[config.mk]
export PLATFORM = sky130hd
export DESIGN_NAME = peg_scorer
export DESIGN_NICKNAME = d
export VERILOG_FILES = /design/src/rtl/peg_scorer.sv
export SDC_FILE = /design/constraint.sdc
export NUM_CORES = 1
export LEC_CHECK = 0
export CAP_MARGIN = 40
export CORE_ASPECT_RATIO = 0.7
export CORE_MARGIN = 10
export CORE_UTILIZATION = 35
export DETAILED_ROUTE_END_ITERATION = 7
export HOLD_SLACK_MARGIN = 0.1
export SLEW_MARGIN = 40
export SYNTH_ARGS = -nofsm -noshare
export SYNTH_HDL_FRONTEND = slang
export SYNTH_SLANG_ARGS = --single-unit
[constraint.sdc]
create_clock -name clk -period 3.4 [get_ports clk]
set_input_delay 0.68 -clock clk [delete_from_list [all_inputs] [get_ports clk]]
set_output_delay 0.68 -clock clk [all_outputs]
set_load 0.005 [all_outputs]
[src/rtl/peg_scorer.sv]
// Mastermind peg scorer: latches code/guess on start and scores exact then colour-only matches over 8 cycles.
// Optional PEG_SORT_EN: rewrite the feedback pegs in sorted order (2s, then 1s, then 0s) when results are published.
module peg_scorer #(
  parameter int COLOR_W = 3
) (
  input  logic               clk,
  input  logic               reset,
  input  logic               start,
  input  logic               last_turn,
  input  logic [COLOR_W-1:0] code0,
  input  logic [COLOR_W-1:0] code1,
  input  logic [COLOR_W-1:0] code2,
  input  logic [COLOR_W-1:0] code3,
  input  logic [COLOR_W-1:0] guess0,
  input  logic [COLOR_W-1:0] guess1,
  input  logic [COLOR_W-1:0] guess2,
  input  logic [COLOR_W-1:0] guess3,
  output logic               busy,
  output logic               done,
  output logic [1:0]         peg0,
  output logic [1:0]         peg1,
  output logic [1:0]         peg2,
  output logic [1:0]         peg3,
  output logic [2:0]         exact_cnt,
  output logic [2:0]         partial_cnt,
  output logic               win,
  output logic               lose,
  output logic               game_over
);

  localparam logic [1:0] IDLE    = 2'd0;
  localparam logic [1:0] EXACT   = 2'd1;
  localparam logic [1:0] PARTIAL = 2'd2;
  localparam logic [1:0] DONE    = 2'd3;

  logic [1:0]         state_r;
  logic [1:0]         idx_r;
  logic [COLOR_W-1:0] code_r  [4];
  logic [COLOR_W-1:0] guess_r [4];
  logic [3:0]         used_r;
  logic [3:0]         hit_r;
  logic               last_r;
  logic [1:0]         peg_r   [4];
  logic [2:0]         exact_r;
  logic [2:0]         partial_r;
  logic               busy_r;
  logic               done_r;
  logic               win_r;
  logic               lose_r;

  logic               exact_match_s;
  logic               found_s;
  logic [1:0]         found_j_s;
  logic               partial_hit_s;
  logic [2:0]         partial_next_s;

`ifdef PEG_SORT_EN
  function automatic logic [1:0] sorted_peg(input logic [2:0] pos, input logic [2:0] ex,
                                            input logic [2:0] pa);
    if (pos < ex) begin
      sorted_peg = 2'd2;
    end else if (pos < ex + pa) begin
      sorted_peg = 2'd1;
    end else begin
      sorted_peg = 2'd0;
    end
  endfunction
`endif

  // Match search for the peg under the index; descending scan so the lowest free code slot wins.
  always_comb begin
    exact_match_s = (guess_r[idx_r] == code_r[idx_r]);
    found_s       = 1'b0;
    found_j_s     = 2'd0;
    for (int j = 3; j >= 0; j--) begin
      if (!used_r[j] && (code_r[j] == guess_r[idx_r])) begin
        found_s   = 1'b1;
        found_j_s = 2'(j);
      end else begin
        found_s   = found_s;
      end
    end
    partial_hit_s  = found_s && !hit_r[idx_r];
    partial_next_s = partial_r + {2'b00, partial_hit_s};
  end

  // Scoring sequencer and all registered results.
  always_ff @(posedge clk) begin
    if (reset) begin
      state_r   <= IDLE;
      idx_r     <= 2'd0;
      used_r    <= 4'd0;
      hit_r     <= 4'd0;
      last_r    <= 1'b0;
      exact_r   <= 3'd0;
      partial_r <= 3'd0;
      busy_r    <= 1'b0;
      done_r    <= 1'b0;
      win_r     <= 1'b0;
      lose_r    <= 1'b0;
      for (int i = 0; i < 4; i++) begin
        code_r[i]  <= '0;
        guess_r[i] <= '0;
        peg_r[i]   <= 2'd0;
      end
    end else begin
      case (state_r)
        IDLE: begin
          done_r <= 1'b0;
          if (start && !(win_r || lose_r)) begin
            code_r[0]  <= code0;  code_r[1]  <= code1;
            code_r[2]  <= code2;  code_r[3]  <= code3;
            guess_r[0] <= guess0; guess_r[1] <= guess1;
            guess_r[2] <= guess2; guess_r[3] <= guess3;
            last_r     <= last_turn;
            used_r     <= 4'd0;
            hit_r      <= 4'd0;
            exact_r    <= 3'd0;
            partial_r  <= 3'd0;
            for (int i = 0; i < 4; i++) peg_r[i] <= 2'd0;
            idx_r      <= 2'd0;
            busy_r     <= 1'b1;
            state_r    <= EXACT;
          end
        end
        EXACT: begin
          if (exact_match_s) begin
            peg_r[idx_r]  <= 2'd2;
            used_r[idx_r] <= 1'b1;
            hit_r[idx_r]  <= 1'b1;
            exact_r       <= exact_r + 3'd1;
          end
          idx_r <= idx_r + 2'd1;
          if (idx_r == 2'd3) state_r <= PARTIAL;
        end
        PARTIAL: begin
          if (partial_hit_s) begin
            peg_r[idx_r]      <= 2'd1;
            used_r[found_j_s] <= 1'b1;
            partial_r         <= partial_next_s;
          end
          idx_r <= idx_r + 2'd1;
          // Results (including win/lose) are published together with the done pulse.
          if (idx_r == 2'd3) begin
            state_r <= DONE;
            busy_r  <= 1'b0;
            done_r  <= 1'b1;
            if (exact_r == 3'd4) win_r <= 1'b1;
            if (last_r && (exact_r != 3'd4)) lose_r <= 1'b1;
`ifdef PEG_SORT_EN
            for (int i = 0; i < 4; i++) peg_r[i] <= sorted_peg(3'(i), exact_r, partial_next_s);
`endif
          end
        end
        DONE: begin
          done_r  <= 1'b0;
          state_r <= IDLE;
        end
        default: begin
          state_r <= IDLE;
          busy_r  <= 1'b0;
          done_r  <= 1'b0;
        end
      endcase
    end
  end

  assign busy        = busy_r;
  assign done        = done_r;
  assign peg0        = peg_r[0];
  assign peg1        = peg_r[1];
  assign peg2        = peg_r[2];
  assign peg3        = peg_r[3];
  assign exact_cnt   = exact_r;
  assign partial_cnt = partial_r;
  assign win         = win_r;
  assign lose        = lose_r;
  assign game_over   = win_r | lose_r;

endmodule
==> flow_summary.toml <==
[sta]
tns_ns = 0
setup_skew_after_layout_ns = 0.00597
final_critical_path_setup_slack_ns = 0.418
unrepaired_setup_endpoints_after_global_routing = "no"
post-route-min-period_ns = 2.98
timing.final.setup_violations = 0
maxSlewHeadroom_pct = 56.8
drv_slew = 0
worstMarginPinSlew_ns = 0.647
final_hold_violating_endpoints = 0
fmax_mhz = 335
min_period_over_period_pct = 87.7

[placement]
post-dp-hpwl_um = 5080
postPlaceCellArea_um2 = 3460
post_placement_cell_count = 397
place_worst_setup_slack_ns = 0.414
globalplace.congestion = 0.806
place.port_buffers = 46

[setup_path]
cp_data_arrival_time_ns = 3.18
r2r_end = "partial_cnt[1]"
critical_path_peak_fanout = 6
crit_top_cell = "sky130_fd_sc_hd__ha_1"
maximum_cell_stage_delay_along_the_critical_path_ns = 0.65
worst-setup-path-type = "reg -> reg"
worst-r2r-cell-count = 8
worst-path-buf-inv = 0
critical_path.cell_chain = "mux4_2, xor2_1, or4_4, a41oi_4, ha_1, ha_1, nand2_1, o22ai_1"
worst_setup_path_end_kind = "flop"
setup.worst_path.start_class = "flop"
critical_path_data_required_time_ns = 3.59
setup_slack_reg_to_reg_ns = 0.42
critical-path-top-delay-family = "multiplexers"
critPathSlowestCell = "sky130_fd_sc_hd__mux4_2"

[synth]
yosys.cell_types.count = 49
post_synth_adder_cell_area_pct = 5.21
synth_top_family_by_area = "simple AND/OR/NAND/NOR gates"
synthesis.yosys.warnings = 0
netlist.area_leader.share_pct = 33.3
synth.cells.most_frequent = "sky130_fd_sc_hd__edfxtp_1 (32), sky130_fd_sc_hd__dfxtp_1 (25), sky130_fd_sc_hd__and2_1 (24)"
synth_edf_count = 32
post_synth_main_area_contributors = "sky130_fd_sc_hd__edfxtp_1 (33%), sky130_fd_sc_hd__dfxtp_1 (17%), sky130_fd_sc_hd__and2_1 (5.2%)"
ys_async_sr_fraction_pct = 0
yosysMostFrequentCell = "sky130_fd_sc_hd__edfxtp_1"
yosys-mux-area-fraction_pct = 7.25
synth-simple-area-share_pct = 17.6
synth_seq_area_share_pct = 50.7
synth_cells = 255
synth_fp_nets = 295
ys.flop_type = "sky130_fd_sc_hd__edfxtp_1"
synth_area_leader_cell = "sky130_fd_sc_hd__edfxtp_1"
mappedNetlistArea_um2 = 2880
synth_area_per_cell_um2 = 11.3
ys_ff_latch = 57
xor_and_xnor_area_share_after_synthesis_pct = 4.56
synth-compound-area-share_pct = 11.6

[drt]
route.detailed.wl_per_inst_um = 15.7
via_count = 2117
drt_pass1_iterations = 4
drcViolationCount = 0
ant_nets = 0
totalWireLength_um = 6490
first_iter_violations = 189
routed_via_density = 5.13

[global_route]
grt_util_all_layers_pct = 11.0
maximum_number_of_pins_on_one_net_before_global_route_repair = 25
overflow = 0
via_count_of_the_first_global_routing_pass = 2046
grt_first_pass_wirelength_um = 10700
initial_antenna_violation_count = 0

[final_layout]
design_area_um2 = 3770
final_cells = 413
insertedDiodeCount = 0
areaGrowthSynthToFinish_pct = 30.8
final_layout_size_suffix_gt1_share_pct = 8.97
num-fill-cells = 715
total_nets_final = 347

[floorplan]
design.core.area_um2 = 7940
die_x_um = 128
design.die.area_um2 = 12300
placement_rows = 27
die_height_um = 95.9
ioPinCount = 47
start_util_pct = 36.3

[pwr]
pwr_density_cell_nw_per_um2 = 831
total_power_mw = 3.13
static-leakage-power_nw = 1.44
largest_voltage_drop_on_the_vdd_net_mv = 0.294

[clocking]
clockBufferDepth = 2
cts_made_buffers = 9
clkSlewWorstSetupHoldPaths_ns = 0.05
ctsHtreeMaxLevel = 3
post_cts_hold_buffers = 0
clk-insertion-delay-late_ns = 0.32
cts.repair.resized = 0
cts_tree = "built"
tritoncts_num_sinks = 57
cts_root_buffer = "sky130_fd_sc_hd__clkbuf_16"
setup_repair_bufs_after_cts = 0

[hold_path]
worst_hold_path_type = "reg -> reg"
worstHoldStart = "hit_r[3]"
min_delay_worst_endpoint = "hit_r[3]"
worstHoldPathCells = 2

[job]
cap_violations = 0

[outcome]
outcome = "completed"
==> report_power, final <==
| group | switching [mW] | total, mW | internal, mW |
|---|---|---|---|
| Sequential | 0.101 | 1.00 | 0.903 |
| Combinational | 0.688 | 1.20 | 0.511 |
| Clock | 0.291 | 0.930 | 0.639 |
==> final cells by class <==
cell class	count	area (µm²)	share of cell area, %
Clock buffer	11	233	6.18
Tap cell	101	126	3.35
Timing Repair Buffer	49	483	12.8
Clock inverter	5	80.1	2.12
Multi-Input combinational cell	177	1340	35.5
Sequential cell	57	1460	38.8
Inverter	13	48.8	1.29
==> stage by stage <==
| stage | utilization, % | hold slack (ns) |
|---|---|---|
| after detailed placement | 43.5 | 0.458 |
| final | 47.5 | 0.467 |
| after global placement | 43.5 | 0.447 |
| after CTS | 47.5 | 0.471 |
| after global routing | 47.5 | 0.499 |
| after floorplan | - | 0.431 |
==> worst min-delay path, stage by stage (launching register included) <==
cell and delay (ns):
sky130_fd_sc_hd__dfxtp_1 0.32, sky130_fd_sc_hd__a21oi_1 0.04, sky130_fd_sc_hd__nor2_1 0.07
==> metal layers <==
layer / vias to the layer above / GRT usage [%] / routed length (µm)
met5: - / 0 / 0
met4: 0 / 3.36 / 57
met3: 9 / 4.45 / 464
met2: 71 / 15.6 / 2760
met1: 991 / 15.0 / 3210
li1: 1046 / - / -
==> cells in the final DEF, fill, tap and decap left out, drive strengths merged, types with 6 or more instances in the layout <==
cell	synthesis	final
ha	12	12
xor2	9	9
xnor2	6	6
mux4	7	7
and2	24	24
nand3	10	10
edfxtp	32	32
a21oi	14	14
o21ai	13	13
clkbuf	7	11
clkdlybuf4s50	0	46
dfxtp	25	25
nand2	10	10
nor2	20	20
inv	13	13
==> state kept, by name, summed over array words and instances (netlist names), named ones only <==
signal / flops
busy: 1
code_r: 12
done: 1
exact_cnt: 3
guess_r: 12
hit_r: 4
idx_r: 2
last_r: 1
lose: 1
partial_cnt: 3
peg_r: 8
state_r: 2
used_r: 4
win: 1
==> how the worst max path moves through the flow <==
stage	from	to	slack [ns]	depth (start not counted)
2_1_floorplan	flop	partial_cnt[1]	0.72	9
3_3_place_gp	flop	partial_cnt[1]	0.48	8
3_5_place_dp	flop	partial_cnt[1]	0.41	8
4_1_cts	flop	partial_cnt[1]	0.41	8
5_1_grt	flop	partial_cnt[1]	0.27	8
6_report	flop	partial_cnt[1]	0.42	8
==> kinds of logic (layout without fill, tap and decap cells) <==
| group | count (synthesis) | count (layout) |
|---|---|---|
| buffers and inverters | 21 | 78 |
| adder cells (fa/ha/maj) | 12 | 12 |
| XOR/XNOR | 15 | 15 |
| multiplexers | 11 | 11 |
| AND/OR/NAND/NOR | 90 | 90 |
| AO/OA/AOI/OAI | 49 | 49 |
| flip-flops | 57 | 57 |
Note: power is estimated with default switching activity, not from simulation.
